File: src/rtl/id_ex_decode_stage.sv
// RV32I decode stage with register file, load-use
// interlock and the ID/EX pipeline register.
package core_pkg;
  typedef enum logic [3:0] {
    ALU_ADD, ALU_SUB, ALU_SLL, ALU_SLT,
    ALU_SLTU, ALU_XOR, ALU_SRL, ALU_SRA,
    ALU_OR, ALU_AND, ALU_LUI
  } alu_op_e;

  typedef enum logic [1:0] {
    WB_ALU, WB_MEM, WB_PC4
  } wb_sel_e;

  localparam logic [6:0] OP_LUI   = 7'b0110111;
  localparam logic [6:0] OP_AUIPC = 7'b0010111;
  localparam logic [6:0] OP_JAL   = 7'b1101111;
  localparam logic [6:0] OP_JALR  = 7'b1100111;
  localparam logic [6:0] OP_BR    = 7'b1100011;
  localparam logic [6:0] OP_LOAD  = 7'b0000011;
  localparam logic [6:0] OP_STORE = 7'b0100011;
  localparam logic [6:0] OP_IMM   = 7'b0010011;
  localparam logic [6:0] OP_REG   = 7'b0110011;
endpackage

module id_ex_decode_stage
  import core_pkg::*;
#(
  parameter int DATA_WIDTH = 32,
  parameter int REG_COUNT  = 32,
  parameter int BYPASS_EN  = 1,
  localparam int REG_ADDR_WIDTH = $clog2(REG_COUNT)
) (
  input  logic                      clk,
  input  logic                      rst_n,
  input  logic                      if_valid_i,
  input  logic [31:0]               instruction_i,
  input  logic [DATA_WIDTH-1:0]     pc_i,
  input  logic                      stall_i,
  input  logic                      flush_i,
  input  logic                      WB_RegWrite_i,
  input  logic [REG_ADDR_WIDTH-1:0] wr_addr_i,
  input  logic [DATA_WIDTH-1:0]     wr_data_i,
  output logic                      id_ready_o,
  output logic                      ex_valid_o,
  output logic [DATA_WIDTH-1:0]     ex_pc_o,
  output logic [DATA_WIDTH-1:0]     ex_immediate_o,
  output logic [DATA_WIDTH-1:0]     ex_rd_data1_o,
  output logic [DATA_WIDTH-1:0]     ex_rd_data2_o,
  output logic [REG_ADDR_WIDTH-1:0] ex_rs1_addr_o,
  output logic [REG_ADDR_WIDTH-1:0] ex_rs2_addr_o,
  output logic [REG_ADDR_WIDTH-1:0] ex_rd_addr_o,
  output logic [2:0]                ex_funct3_o,
  output logic                      ex_ALUSrcA_o,
  output logic                      ex_ALUSrcB_o,
  output logic                      ex_Branch_o,
  output logic                      ex_Jump_o,
  output logic                      ex_MemWrite_o,
  output logic                      ex_MemRead_o,
  output logic                      ex_RegWrite_o,
  output alu_op_e                   ex_ALUOp_o,
  output wb_sel_e                   ex_WBSel_o
);

  typedef struct packed {
    logic                      valid;
    logic [DATA_WIDTH-1:0]     pc;
    logic [DATA_WIDTH-1:0]     imm;
    logic [DATA_WIDTH-1:0]     rs1_data;
    logic [DATA_WIDTH-1:0]     rs2_data;
    logic [REG_ADDR_WIDTH-1:0] rs1;
    logic [REG_ADDR_WIDTH-1:0] rs2;
    logic [REG_ADDR_WIDTH-1:0] rd;
    logic [2:0]                funct3;
    logic                      src_a;
    logic                      src_b;
    logic                      branch;
    logic                      jump;
    logic                      mem_write;
    logic                      mem_read;
    logic                      reg_write;
    alu_op_e                   alu_op;
    wb_sel_e                   wb_sel;
  } id_ex_t;

  logic [DATA_WIDTH-1:0] rf [REG_COUNT];

  logic [6:0]                opc;
  logic [2:0]                f3;
  logic [REG_ADDR_WIDTH-1:0] rs1;
  logic [REG_ADDR_WIDTH-1:0] rs2;
  logic [REG_ADDR_WIDTH-1:0] rd;
  logic [31:0] imm_i, imm_s, imm_b;
  logic [31:0] imm_u, imm_j, imm;
  logic [DATA_WIDTH-1:0] rs1_data;
  logic [DATA_WIDTH-1:0] rs2_data;
  logic uses_rs1, uses_rs2, hazard;
  id_ex_t dec, ex_q;

  assign opc = instruction_i[6:0];
  assign f3  = instruction_i[14:12];
  assign rs1 = instruction_i[15 +: REG_ADDR_WIDTH];
  assign rs2 = instruction_i[20 +: REG_ADDR_WIDTH];
  assign rd  = instruction_i[7 +: REG_ADDR_WIDTH];

  assign imm_i = {{20{instruction_i[31]}},
                  instruction_i[31:20]};
  assign imm_s = {{20{instruction_i[31]}},
                  instruction_i[31:25],
                  instruction_i[11:7]};
  assign imm_b = {{19{instruction_i[31]}},
                  instruction_i[31],
                  instruction_i[7],
                  instruction_i[30:25],
                  instruction_i[11:8], 1'b0};
  assign imm_u = {instruction_i[31:12], 12'b0};
  assign imm_j = {{11{instruction_i[31]}},
                  instruction_i[31],
                  instruction_i[19:12],
                  instruction_i[20],
                  instruction_i[30:21], 1'b0};

  always_ff @(posedge clk or negedge rst_n) begin
    if (!rst_n) begin
      for (int i = 0; i < REG_COUNT; i++)
        rf[i] <= '0;
    end else if (WB_RegWrite_i && wr_addr_i != '0) begin
      rf[wr_addr_i] <= wr_data_i;
    end
  end

  // Bypass lets an operand see the write landing
  // on the same edge that captures it into ID/EX.
  always_comb begin
    rs1_data = '0;
    rs2_data = '0;
    if (rs1 != '0) begin
      rs1_data = rf[rs1];
      if (BYPASS_EN != 0 && WB_RegWrite_i &&
          wr_addr_i == rs1)
        rs1_data = wr_data_i;
    end
    if (rs2 != '0) begin
      rs2_data = rf[rs2];
      if (BYPASS_EN != 0 && WB_RegWrite_i &&
          wr_addr_i == rs2)
        rs2_data = wr_data_i;
    end
  end

  function automatic alu_op_e alu_sel(
    input logic [2:0] fn,
    input logic       alt
  );
    alu_op_e op;
    unique case (fn)
      3'b000: op = alt ? ALU_SUB : ALU_ADD;
      3'b001: op = ALU_SLL;
      3'b010: op = ALU_SLT;
      3'b011: op = ALU_SLTU;
      3'b100: op = ALU_XOR;
      3'b101: op = alt ? ALU_SRA : ALU_SRL;
      3'b110: op = ALU_OR;
      default: op = ALU_AND;
    endcase
    return op;
  endfunction

  always_comb begin
    dec      = '0;
    imm      = '0;
    uses_rs1 = 1'b1;
    uses_rs2 = 1'b0;
    unique case (1'b1)
      (opc == OP_LUI): begin
        uses_rs1      = 1'b0;
        imm           = imm_u;
        dec.src_b     = 1'b1;
        dec.alu_op    = ALU_LUI;
        dec.reg_write = 1'b1;
      end
      (opc == OP_AUIPC): begin
        uses_rs1      = 1'b0;
        imm           = imm_u;
        dec.src_a     = 1'b1;
        dec.src_b     = 1'b1;
        dec.reg_write = 1'b1;
      end
      (opc == OP_JAL): begin
        uses_rs1      = 1'b0;
        imm           = imm_j;
        dec.src_a     = 1'b1;
        dec.src_b     = 1'b1;
        dec.jump      = 1'b1;
        dec.reg_write = 1'b1;
        dec.wb_sel    = WB_PC4;
      end
      (opc == OP_JALR): begin
        imm           = imm_i;
        dec.src_b     = 1'b1;
        dec.jump      = 1'b1;
        dec.reg_write = 1'b1;
        dec.wb_sel    = WB_PC4;
      end
      (opc == OP_BR): begin
        uses_rs2   = 1'b1;
        imm        = imm_b;
        dec.branch = 1'b1;
        dec.alu_op = ALU_SUB;
      end
      (opc == OP_LOAD): begin
        imm           = imm_i;
        dec.src_b     = 1'b1;
        dec.mem_read  = 1'b1;
        dec.reg_write = 1'b1;
        dec.wb_sel    = WB_MEM;
      end
      (opc == OP_STORE): begin
        uses_rs2      = 1'b1;
        imm           = imm_s;
        dec.src_b     = 1'b1;
        dec.mem_write = 1'b1;
      end
      (opc == OP_IMM): begin
        imm           = imm_i;
        dec.src_b     = 1'b1;
        dec.reg_write = 1'b1;
        // only shifts use bit 30 as a variant
        dec.alu_op    = alu_sel(f3,
          f3 == 3'b101 && instruction_i[30]);
      end
      (opc == OP_REG): begin
        uses_rs2      = 1'b1;
        dec.reg_write = 1'b1;
        dec.alu_op    = alu_sel(f3,
                                instruction_i[30]);
      end
      default: ;
    endcase
    dec.valid    = 1'b1;
    dec.pc       = pc_i;
    dec.imm      = DATA_WIDTH'($signed(imm));
    dec.rs1_data = rs1_data;
    dec.rs2_data = rs2_data;
    dec.rs1      = rs1;
    dec.rs2      = rs2;
    dec.rd       = rd;
    dec.funct3   = f3;
  end

  assign hazard = ex_q.valid & ex_q.mem_read &
                  (ex_q.rd != '0) & if_valid_i &
                  ((uses_rs1 & (rs1 == ex_q.rd)) |
                   (uses_rs2 & (rs2 == ex_q.rd)));

  // A flush overrides any reason to hold IF/ID.
  assign id_ready_o = flush_i |
                      (~stall_i & ~hazard);

  always_ff @(posedge clk or negedge rst_n) begin
    if (!rst_n)
      ex_q <= '0;
    else if (flush_i)
      ex_q <= '0;
    else if (stall_i)
      ex_q <= ex_q;
    else if (hazard || !if_valid_i)
      ex_q <= '0;
    else
      ex_q <= dec;
  end

  assign ex_valid_o     = ex_q.valid;
  assign ex_pc_o        = ex_q.pc;
  assign ex_immediate_o = ex_q.imm;
  assign ex_rd_data1_o  = ex_q.rs1_data;
  assign ex_rd_data2_o  = ex_q.rs2_data;
  assign ex_rs1_addr_o  = ex_q.rs1;
  assign ex_rs2_addr_o  = ex_q.rs2;
  assign ex_rd_addr_o   = ex_q.rd;
  assign ex_funct3_o    = ex_q.funct3;
  assign ex_ALUSrcA_o   = ex_q.src_a;
  assign ex_ALUSrcB_o   = ex_q.src_b;
  assign ex_Branch_o    = ex_q.branch;
  assign ex_Jump_o      = ex_q.jump;
  assign ex_MemWrite_o  = ex_q.mem_write;
  assign ex_MemRead_o   = ex_q.mem_read;
  assign ex_RegWrite_o  = ex_q.reg_write;
  assign ex_ALUOp_o     = ex_q.alu_op;
  assign ex_WBSel_o     = ex_q.wb_sel;

endmodule

File: config.mk
export PLATFORM = sky130hd
export DESIGN_NAME = id_ex_decode_stage
export DESIGN_NICKNAME = d
export VERILOG_FILES = /design/src/rtl/id_ex_decode_stage.sv
export SDC_FILE = /design/constraint.sdc
export NUM_CORES = 2
export LEC_CHECK = 0
export BUFFER_PORTS_ARGS = -buffer_cell sky130_fd_sc_hd__buf_2
export CAP_MARGIN = 5
export CORE_MARGIN = 1.5
export CORE_UTILIZATION = 35
export DETAILED_ROUTE_END_ITERATION = 8
export PLACE_DENSITY_LB_ADDON = 0.25
export SLEW_MARGIN = 20
export SYNTH_ARGS = -nofsm -noshare
export SYNTH_HDL_FRONTEND = slang
export SYNTH_SLANG_ARGS = --single-unit
File: constraint.sdc
create_clock -name clk -period 2.3 [get_ports clk]
set_input_delay 0.345 -clock clk [delete_from_list [all_inputs] [get_ports clk]]
set_output_delay 0.345 -clock clk [all_outputs]
set_load 0.03 [all_outputs]
# Word level (Yosys, flattened, before mapping)
# Cells that the tools add are included.
word_totals:
  romBits: 0
  input_bits: 107
  memories: 0
  ff_bits: 1184
  elab_cells: 142
  output_inout_bits: 161
  latch_bits: 0
  ramBits: 0
op_classes:
  n_lt_le_gt_ge: 4
  bitwise: 14
  n_mul: 0
  n_addsub: 0
  mux: 34
  div_mod_pow: 0
  n_eq_ne: 20
  shift: 0
  reduce_logical: 20
ops:
  columns: ["op", "count"]
  rows:
  - ["1024-bit bitwise mux", 1]
  - ["160-bit 2-to-1 mux", 3]
  - ["32-bit binary-select mux with 5-bit select", 2]
  - ["32-bit 2-to-1 mux", 9]
  - ["32-bit demux with 5-bit select", 1]
  - ["32-bit one-hot mux with 5 select lines", 1]
  - ["4-bit one-hot mux with 7 select lines", 2]
  - ["7-bit by 6-bit equality test with 1-bit output (second input constant)", 3]
  - ["7-bit equality test (second input constant)", 3]
  - ["5-bit equality test", 4]
  - ["5-bit nonzero test", 4]
  - ["6-bit >= comparator (second input constant)", 3]
  - ["5-bit NOT with 6-bit output", 3]
  - ["4-bit one-hot mux with 4 select lines", 1]
  - ["7-bit by 5-bit equality test with 1-bit output (second input constant)", 2]
  - ["7-bit OR reduction", 2]
  - ["1-bit 2-to-1 mux", 13]
  - ["3-bit equality test (second input constant)", 3]
  - ["3-bit OR reduction", 3]
  - ["1-bit AND", 7]
  - ["7-bit by 2-bit equality test with 1-bit output (second input constant)", 1]
  - ["3-bit by 2-bit equality test with 1-bit output (second input constant)", 2]
  - ["6-bit by 1-bit < comparator with 1-bit output (second input constant)", 1]
  - ["2-bit OR reduction", 3]
  - ["9 further kinds", 15]

# Depth between registers and ports, before layout
logic_depth:
  word_depth: 10
  depth_mapped: 11
  depth_no_buf: 6

# Worst setup path after synthesis
# No wires, ideal clock.
synth_path:
  kind: "register to output"
  from: "register ex_q (netlist bit ex_rd_addr_o[1])"
  to: "output id_ready_o"
  path_slack_ps: -471
  required_time_ps: 1955
  n_path_buf: 2
  stages_incl_launch_ff: 8
  arrival_ps: 2426
  cell_sequence: "dfrtp_1 -> or4_1 -> o2111ai_1 -> or4_1 -> o41ai_2 -> buf_2 -> buf_4 -> o21bai_1"
synth_between:
  elab_chain_len: 7
  word_cells_on_any_way: 12
  classes_between: "eq/ne: 2; bitwise: 9; reduce/logical: 1"
synth_rtl:
  columns: ["element", "line", "rtl"]
  rows:
  - ["start, declared", "97", "id_ex_t dec, ex_q;"]
  - ["start signal, assigned", "265", "ex_q <= ex_q;"]
  - ["5-bit equality test, or another cell as far along", "252", "((uses_rs1 & (rs1 == ex_q.rd)) |"]
  - ["1-bit AND (on tied branches)", "252, 250, 253", null]
  - ["1-bit bitwise OR or 1-bit AND (tied branches)", "252, 251", null]
  - ["1-bit AND (*)", "251", "(ex_q.rd != '0) & if_valid_i &"]
  - ["1-bit NOT (*)", "257", "(~stall_i & ~hazard);"]
  - ["1-bit AND (*)", "257", null]
  - ["1-bit bitwise OR (*)", "256", "assign id_ready_o = flush_i |"]
  - ["end, declared", "43", "output logic id_ready_o,"]
# Mark *: on every way between the ends. The rest lies on a longest branch, timed or not.

# Worst setup path in the final report
# Ends and elaborated chain as after synthesis.

==> load_flow_metrics.sql <==
INSERT INTO impl_metrics (metric_group, metric, value, unit) VALUES
('clocking', 'cts_tree', 'built', ''),
('global_routing', 'globalRouteOverflowTotal', '0', ''),
('floorplan', 'fp.dieW', '418', 'um'),
('timing', 'slew_viol_final', '0', ''),
('floorplan', 'total_die_area', '174000', 'um^2'),
('worst_setup_path', 'max_stage_delay', '0.54', 'ns'),
('outcome', 'violations', 'setup timing', ''),
('worst_setup_path', 'cpMostUsedCell', 'or4_4', ''),
('routing', 'detailroute.via_count', '43000', ''),
('floorplan', 'coreArea', '170000', 'um^2'),
('finish', 'final_design_area_no_fill', '74200', 'um^2'),
('global_routing', 'grt_pass1_wl', '324000', 'um'),
('finish', 'proportion_of_layout_cells_with_a_drive_suffix_above_1', '51.8', '%'),
('placement', 'place.gp.congestion', '0.871', ''),
('outcome', 'status', 'finished with violations', ''),
('timing', 'worst-slew-pin-transition', '0.935', 'ns'),
('clocking', 'ctsLongestPathBuffers', '3', ''),
('floorplan', 'boundaryPins', '268', ''),
('power', 'power_frac_seq', '44.3', '%'),
('power', 'p_leak', '0.0330', 'uW'),
('finish', 'layout.nets', '4804', ''),
('finish', 'final_common_cell', 'dfrtp_1', ''),
('logic_synthesis', 'post_synth_mux_area_share', '37.2', '%'),
('routing', 'drt_iter0_drc', '3998', ''),
('worst_setup_path', 'crit_chain', 'or4_4, o2111ai_4, or4_4, o41ai_4, buf_4, o21bai_4, buf_6', ''),
('worst_setup_path', 'critical-path-slowest-cell', 'or4_4', ''),
('job', 'cap_violations', '0', ''),
('clocking', 'cts_buffers', '135', ''),
('placement', 'placement.setup.worst_slack', '-0.748', 'ns'),
('routing', 'detailedRoute.firstPassIterationCount', '6', ''),
('logic_synthesis', 'ys_types', '51', ''),
('routing', 'wl_per_cell', '32.2', 'um'),
('timing', 'layout_min_cycle_time', '2.93', 'ns'),
('routing', 'detail-route-antenna-nets', '0', ''),
('power', 'power_report.internal_total', '44200', 'uW'),
('worst_setup_path', 'critPathKind', 'flip-flop to output pin', ''),
('finish', 'mostFrequentLayoutCells', 'dfrtp_1, mux2_2, buf_4, mux4_2', ''),
('routing', 'drt-vias-per-instance', '6.11', ''),
('power', 'power.combinational.fraction', '18.9', '%'),
('power', 'power_density', '820', 'nW/um^2'),
('timing', 'rsz_0062_raised_after_global_routing', 'true', ''),
('timing', 'finalCritPeriodShare', '127', '%'),
('worst_setup_path', 'timing.critical_path.required', '1.96', 'ns'),
('placement', 'placedInstanceArea', '68900', 'um^2'),
('worst_setup_path', 'largest_fanout_on_the_critical_path', '3', ''),
('logic_synthesis', 'post_synth_xor_area_fraction', '0.291', '%'),
('logic_synthesis', 'syn-cell-area', '60200', 'um^2'),
('clocking', 'clock_insertion_delay_worst_skew', '0.79', 'ns'),
('timing', 'timing.slew.headroom', '37.5', '%'),
('power', 'sw_frac_of_total', '27.3', '%'),
('timing', 'fin_ws', '-0.630', 'ns'),
('worst_setup_path', 'cell_class_contributing_the_biggest_share_of_worst_path_delay', 'simple AND/OR/NAND/NOR gates', ''),
('finish', 'area_growth', '23.4', '%'),
('placement', 'hpwlAfterDp', '149000', 'um'),
('worst_setup_path', 'kind_of_launch_point_of_the_worst_setup_path', 'flip-flop', ''),
('power', 'finalPower', '60800', 'uW'),
('timing', 'finalSetupViolations', '109', ''),
('logic_synthesis', 'synth_area_per_cell', '14.4', 'um^2'),
('logic_synthesis', 'dominant_synthesized_flop_cell', 'dfrtp_1', ''),
('timing', 'whs', '0.0519', 'ns'),
('worst_hold_path', 'timing.hold.worst.class', 'input port to flip-flop', ''),
('clocking', 'clock_sink_count', '1183', ''),
('timing', 'clock.fmax', '341', 'MHz'),
('global_routing', 'grt_max_degree', '81', ''),
('floorplan', 'start_util', '35.4', '%'),
('logic_synthesis', 'synth_simple_gate_area_share', '1.93', '%'),
('clocking', 'clockRootBuffer', 'clkbuf_16', ''),
('logic_synthesis', 'async_flop_share', '100', '%'),
('placement', 'place.port_buffers', '267', ''),
('timing', 'finClkSkew', '0.0305', 'ns'),
('clocking', 'cts-htree-levels', '4', '');
==> power by group through the flow <==
stage          clock network (uW)  registers (uW)  logic, uW
2_1_floorplan                   0           26500       7830
3_3_place_gp                    0           27000      11200
3_5_place_dp                    0           27200      11400
4_1_cts                     22800           26800      11500
5_1_grt                     23600           27400      12200
6_report                    22400           27000      11500
==> final timing paths <==
check                                       from            endpoint  slack (ns)  cells past startpoint
max in group asynchronous                  rst_n             rf[134]        1.20                      4
min in group asynchronous                  rst_n   ex_rd_data2_o[24]        0.12                      2
worst max register to register   ex_rd_addr_o[1]    ex_rd_data2_o[1]       -0.39                     12
worst max-delay path             ex_rd_addr_o[1]          id_ready_o       -0.63                      7
worst min register to register           rf[993]             rf[993]        0.40                      0
worst min-delay path            instruction_i[0]  ex_immediate_o[31]        0.05                      4
==> registers in the layout (all words and copies together), names as in the netlist <==
| signal | count |
|---|---|
| ex_ALUOp_o | 4 |
| ex_ALUSrcA_o | 1 |
| ex_ALUSrcB_o | 1 |
| ex_Branch_o | 1 |
| ex_Jump_o | 1 |
| ex_MemWrite_o | 1 |
| ex_RegWrite_o | 1 |
| ex_WBSel_o | 2 |
| ex_funct3_o | 3 |
| ex_immediate_o | 32 |
| ex_pc_o | 32 |
| ex_rd_addr_o | 5 |
| ex_rd_data1_o | 32 |
| ex_rd_data2_o | 32 |
| ex_rs1_addr_o | 5 |
| ex_rs2_addr_o | 5 |
| ex_valid_o | 1 |
| rf | 1024 |
==> worst min-delay path, cell delays in order <==
cell     delay, ns
buf_2         0.11
buf_4         0.14
nand4_1       0.09
o21ai_0       0.08
==> synthesized netlist by cell type, types with 3 or more instances <==
master	n	share of area (%)
dfrtp_1	1183	49
a32o_1	3	0.050
xor2_1	8	0.12
mux2_2	992	19
o21ai_0	38	0.32
a221o_1	64	1.1
nor2_1	35	0.22
or3_1	4	0.042
a2111oi_0	40	0.58
nand3_1	7	0.058
nand2b_1	4	0.042
xnor2_1	12	0.17
o221ai_1	64	0.93
nor3b_1	5	0.062
buf_4	13	0.16
buf_2	87	0.72
nor2b_1	8	0.083
o22ai_1	65	0.68
a22oi_1	53	0.66
and3_1	4	0.042
nor4_1	42	0.44
a21oi_1	50	0.42
nor3_1	29	0.24
or3b_2	5	0.073
mux2i_1	257	4.3
a211oi_1	64	0.80
clkbuf_1	325	2.0
nand3b_1	6	0.075
nand2_1	68	0.42
a22o_1	162	2.4
buf_1	61	0.38
mux4_2	384	14
inv_1	3	0.019
==> final cells by class <==
class	count	area, um^2
clock inverters	41	554
fillers	15300	95800
well taps	2218	2780
repair buffers	878	8300
clock buffers	198	4000
flip-flops and latches	1183	29600
multi-input cells	2496	28900
diodes	14	35.0
inverters	3	11.3
==> logic make-up after synthesis <==
family          count (synthesis)
compound gates                615
simple gates                  228
flops                        1183
mux                          1633
buf+inv                       489
xor+xnor                       20
==> routing by layer <==
metal / up-vias / share of wire [%] / wire (um) / global-route usage [%]
met4: 2 / 3.8 / 8670 / 10.3
met2: 1806 / 46 / 105000 / 40.1
li1: 17400 / - / - / -
met5: - / 0.0057 / 13 / 0
met1: 23400 / 43 / 98300 / 35.7
met3: 397 / 6.6 / 14800 / 4.44
==> stage by stage <==
step	instances	utilization, %	TNS (ns)
after detailed placement	6717	40.5	-51.15
after global routing	7029	43.6	-31.61
after global placement	6717	40.5	-51.31
after floorplan	4168	-	-0.0780
final	7031	43.7	-21.21
after CTS	7017	43.6	-17.05
==> repair_timing <==
action / CTS / global route
resized for setup: 24 / 1
hold buffers: 51 / 0
endpoints found under the setup margin: 126 / 149
endpoints found under the hold margin: 685 / 0
buffers inserted: 9 / 0
cloned: 2 / 0
pin swaps: 13 / 2
Power figures use the tool's default switching activity.
